File: src/rtl/mdu_sequencer.sv
// Iterative unsigned MULTU/DIVU unit for the EX stage: one shift/add-subtract
// step per cycle, WIDTH steps per operation, result held in HI/LO.
module mdu_sequencer #(
    parameter int WIDTH = 32
) (
    input  logic             clk,
    input  logic             rst,
    input  logic             start,
    input  logic             op,
    input  logic [WIDTH-1:0] a,
    input  logic [WIDTH-1:0] b,
    output logic             busy,
    output logic             done,
    output logic [WIDTH-1:0] hi,
    output logic [WIDTH-1:0] lo,
    output logic             div_zero
);

    localparam int CW = (WIDTH > 1) ? $clog2(WIDTH) : 1;
    localparam logic [CW-1:0] LAST = CW'(WIDTH - 1);

    typedef enum logic [1:0] {IDLE, RUN, DONE} state_t;

    state_t           state;
    logic             op_q;
    logic [CW-1:0]    count;
    // acc is P_hi (multiply) or R (divide); sh is P_lo or Q; opnd is M or D
    logic [WIDTH:0]   acc;
    logic [WIDTH-1:0] sh;
    logic [WIDTH-1:0] opnd;

    logic [WIDTH:0]   acc_nxt;
    logic [WIDTH-1:0] sh_nxt;
    logic [WIDTH:0]   sum;
    logic [WIDTH:0]   r_sh;
    logic [WIDTH:0]   diff;

    always_comb begin
        acc_nxt = acc;
        sh_nxt  = sh;
        sum     = '0;
        r_sh    = '0;
        diff    = '0;
        if (!op_q) begin
            sum     = sh[0] ? (acc + {1'b0, opnd}) : acc;
            acc_nxt = {1'b0, sum[WIDTH:1]};
            sh_nxt  = {sum[0], sh[WIDTH-1:1]};
        end else begin
            r_sh = {acc[WIDTH-1:0], sh[WIDTH-1]};
            diff = r_sh - {1'b0, opnd};
            // r_sh < 2*D, so the top bit of diff is a reliable borrow
            if (!diff[WIDTH]) begin
                acc_nxt = diff;
                sh_nxt  = {sh[WIDTH-2:0], 1'b1};
            end else begin
                acc_nxt = r_sh;
                sh_nxt  = {sh[WIDTH-2:0], 1'b0};
            end
        end
    end

    always_ff @(posedge clk) begin
        if (rst) begin
            state    <= IDLE;
            op_q     <= 1'b0;
            count    <= '0;
            acc      <= '0;
            sh       <= '0;
            opnd     <= '0;
            busy     <= 1'b0;
            done     <= 1'b0;
            hi       <= '0;
            lo       <= '0;
            div_zero <= 1'b0;
        end else begin
            case (state)
                IDLE, DONE: begin
                    done <= 1'b0;
                    if (start) begin
                        op_q     <= op;
                        opnd     <= op ? b : a;
                        sh       <= op ? a : b;
                        acc      <= '0;
                        count    <= '0;
                        busy     <= 1'b1;
                        div_zero <= op && (b == '0);
                        state    <= RUN;
                    end else begin
                        state <= IDLE;
                    end
                end
                RUN: begin
                    acc <= acc_nxt;
                    sh  <= sh_nxt;
                    if (count == LAST) begin
                        hi    <= acc_nxt[WIDTH-1:0];
                        lo    <= sh_nxt;
                        busy  <= 1'b0;
                        done  <= 1'b1;
                        state <= DONE;
                    end else begin
                        count <= count + 1'b1;
                    end
                end
                default: state <= IDLE;
            endcase
        end
    end

endmodule

File: config.mk
export PLATFORM = sky130hd
export DESIGN_NAME = mdu_sequencer
export DESIGN_NICKNAME = d
export VERILOG_FILES = /design/src/rtl/mdu_sequencer.sv
export SDC_FILE = /design/constraint.sdc
export NUM_CORES = 1
export LEC_CHECK = 0
export ABC_AREA = 1
export BUFFER_PORTS_ARGS = -buffer_cell sky130_fd_sc_hd__buf_2
export CAP_MARGIN = 15
export CORE_MARGIN = 3
export CORE_UTILIZATION = 50
export DETAILED_ROUTE_END_ITERATION = 6
export PLACE_DENSITY = 0.77
export SETUP_SLACK_MARGIN = 0.2
export SYNTH_ARGS = -nofsm -noshare
export SYNTH_HDL_FRONTEND = slang
export SYNTH_SLANG_ARGS = --single-unit
File: constraint.sdc
create_clock -name clk -period 8.2 [get_ports clk]
set_clock_uncertainty 0.2 [all_clocks]
set_input_delay 0.41 -clock clk [delete_from_list [all_inputs] [get_ports clk]]
set_output_delay 0.41 -clock clk [all_outputs]
set_load 0.02 [all_outputs]
==> impl_metrics.toml <==
[timing]
setup_viol = 0
final_max_slew_viol_count = 0
rsz0062_at_grt = "false"
worst_pin_slew_ns = 1.082
max_slew_margin = 0.2785
timing.fmax_ghz = 0.2641
min_period_ns = 3.787
hold_viol = 0
setup_tns_ns = 0
period_share = 0.4618

[global_route]
antenna_found_initial = 0
grt_use_total = 0.3156
grt_max_degree = 128
grt.overflow.total = 0
grt_pass1_wl_mm = 71.20
grt_pass1_vias = 13127

[route]
finalWirelength_mm = 45.93
first_pass_iters = 6
wl_per_cell_um = 17.08
final_antenna_net_count = 0
drtIter0Drc = 1787
vias_per_cell = 5.431
dr_total_vias = 14603
drc = 0

[worst_setup_path]
critPathLaunchType = "register"
cp-end-kind = "register"
slowest_stage = "buf_4"
r2r_setup_slack_ns = 4.41
critPathMaxFanout = 38
arrival_ns = 3.88
critPathKind = "reg -> reg"
critical_path.cell_chain = "inv_1 > ha_1 > fa_1 > inv_1 > nand2_1 > nand3_1 > nand2_1 > nand2_2 > nand2_1 > nand2_1 > nand2_1 > a21oi_1 > or2_2 > ha_1 > inv_1 > buf_4 > a21oi_1 > o21ai_0 > o21ai_0 > nand2_1 > o21ai_0 > nand2_1 > a21oi_1"
cp.required_ns = 8.29
cpPeakStageDelay_ns = 0.41
critical_path.most_common_cell = "nand2_1"

[floorplan]
die_area_um2 = 28230
die_y_um = 168.0
ios = 135
start_util = 0.5152
core_area_um2 = 25470
rows = 58
fp.dieW_um = 168.0

[logic_synthesis]
synth.top_cell.area_share = 0.2624
synthesis.area_um2 = 13120
syn-num-nets = 2406
synth.avg_cell_area_um2 = 5.784
synth_edf_count = 0
yosys.area.top_type = "dfxtp_1"
synth_area_leaders = "dfxtp_1 26%, nand2_1 21%, inv_1 12%, a21oi_1 6.6%, ha_1 6.4%"
synth-seq-cells = 172
yosysSeqAreaShare = 0.2624
ys.flop_type = "dfxtp_1"
ys_warn_count = 0
ys_types = 42
syn_inst = 2269
async_flop_share = 0

[cts]
root_buffer = "clkbuf_16"
clock_latency_ns = 0.44
clk_path_buf_depth = 2
cts_hold_buf = 0
clkSinkCount = 172
cts_made_buffers = 17
cts_resized = 0
tritoncts = "built"
htree_levels = 4
cts_setup_buffers = 0
clk_pin_slew_ns = 0.07

[final_layout]
diodes = 0
final_common_cell = "nand2_1"
nets = 2483
drive_gt1_frac = 0.09453
layoutNonFillerInstCount = 2689
final_cell_mix = "737 x nand2_1, 405 x inv_1, 174 x a21oi_1, 171 x dfxtp_1, 162 x nand3_1"
areaGrowthSynthToFinish_pct = 10.48

[power]
cellPowerDensity_nw_per_um2 = 173.6
leakage_uw = 0.007758
ir_drop_uv = 117.7
total_power_uw = 2517

[worst_hold_path]
min_path_type = "in -> reg"

[place]
dpl.hpwl_mm = 34.35
dp_cells = 2657
io_buffers = 134
gp_congestion = 0.9874

[outcome]
status = "finished clean"

[job]
drv_cap = 0
==> synthesized netlist by cell type (7+ instances only) <==
| master | n |
|---|---|
| nand2_1 | 737 |
| inv_1 | 407 |
| a21oi_1 | 174 |
| buf_1 | 12 |
| a31oi_1 | 13 |
| nor2_1 | 145 |
| clkbuf_1 | 51 |
| o22ai_1 | 42 |
| nor4_1 | 7 |
| dfxtp_1 | 172 |
| xnor2_1 | 7 |
| xor2_1 | 8 |
| buf_2 | 26 |
| nand2_2 | 16 |
| nand3_1 | 162 |
| o21ai_1 | 34 |
| nor3_1 | 9 |
| o21ai_0 | 103 |
| ha_1 | 67 |
| o221ai_1 | 12 |
| o211ai_1 | 12 |
==> path summary, 6_finish.rpt <==
kind                from        to  cells after the start
setup / recovery  sh[31]    acc[2]                     23
hold / removal     b[29]  div_zero                      4
setup reg to reg  sh[31]    acc[2]                     23
hold reg to reg    hi[3]     hi[3]                      2
==> final cells by class <==
cell class              count  area, um^2
fillers                  2660       10970
multi-input cells        1593        7752
flip-flops and latches    172        3445
inverters                 414        1554
repair buffers            148       778.2
clock buffers              18       429.2
well taps                 330       412.9
clock inverters            14       127.6
==> logic make-up (layout without fill, tap and decap cells) <==
family	Yosys count	count (layout)	share of synthesized area
adders and majority gates	69	69	0.06693
and+or+nand+nor	1106	1106	0.3461
xor gates and xnor gates	15	15	0.01001
DFF	172	172	0.2624
buffers and inverters	504	594	0.1469
AOI/OAI and AO/OA	403	403	0.1677
==> report_power, final <==
group,switching (uW),internal (uW)
Sequential,32.5,882
Clock,398,401
Combinational,569,234
==> metal layers <==
| metal | vias up | track usage | wire, um |
|---|---|---|---|
| li1 | 7304 | - | - |
| met1 | 6491 | 0.4255 | 19610 |
| met2 | 688 | 0.4955 | 20260 |
| met3 | 120 | 0.03663 | 3496 |
| met4 | 0 | 0.1697 | 2567 |
| met5 | - | 0 | 0 |
==> state kept, by name (all words and copies together), names as in the netlist <==
name	cells
div_zero	1
count	5
sh	32
lo	32
hi	32
busy	1
done	1
opnd	32
state	2
op_q	1
acc	33
==> critical path: cells and delay by family (launching register included) <==
kind / cells / cell delay, ns
AOI/OAI and AO/OA: 6 / 0.58
buffers and inverters: 4 / 0.69
adders and majority gates: 3 / 0.80
and+or+nand+nor: 10 / 0.98
DFF: 1 / 0.34
==> metrics by stage <==
stage,utilization,hold slack [ns],setup WS [ns],instance area (um^2)
after floorplan,-,0.2497,5.031,13120
after global placement,0.5474,0.2391,4.571,13940
after CTS,0.5692,0.1011,4.503,14500
after detailed placement,0.5474,0.2580,4.530,13940
after global routing,0.5692,0.1141,4.148,14500
final,0.5692,0.1090,4.413,14500
Note: power is estimated with default switching activity, not from simulation.
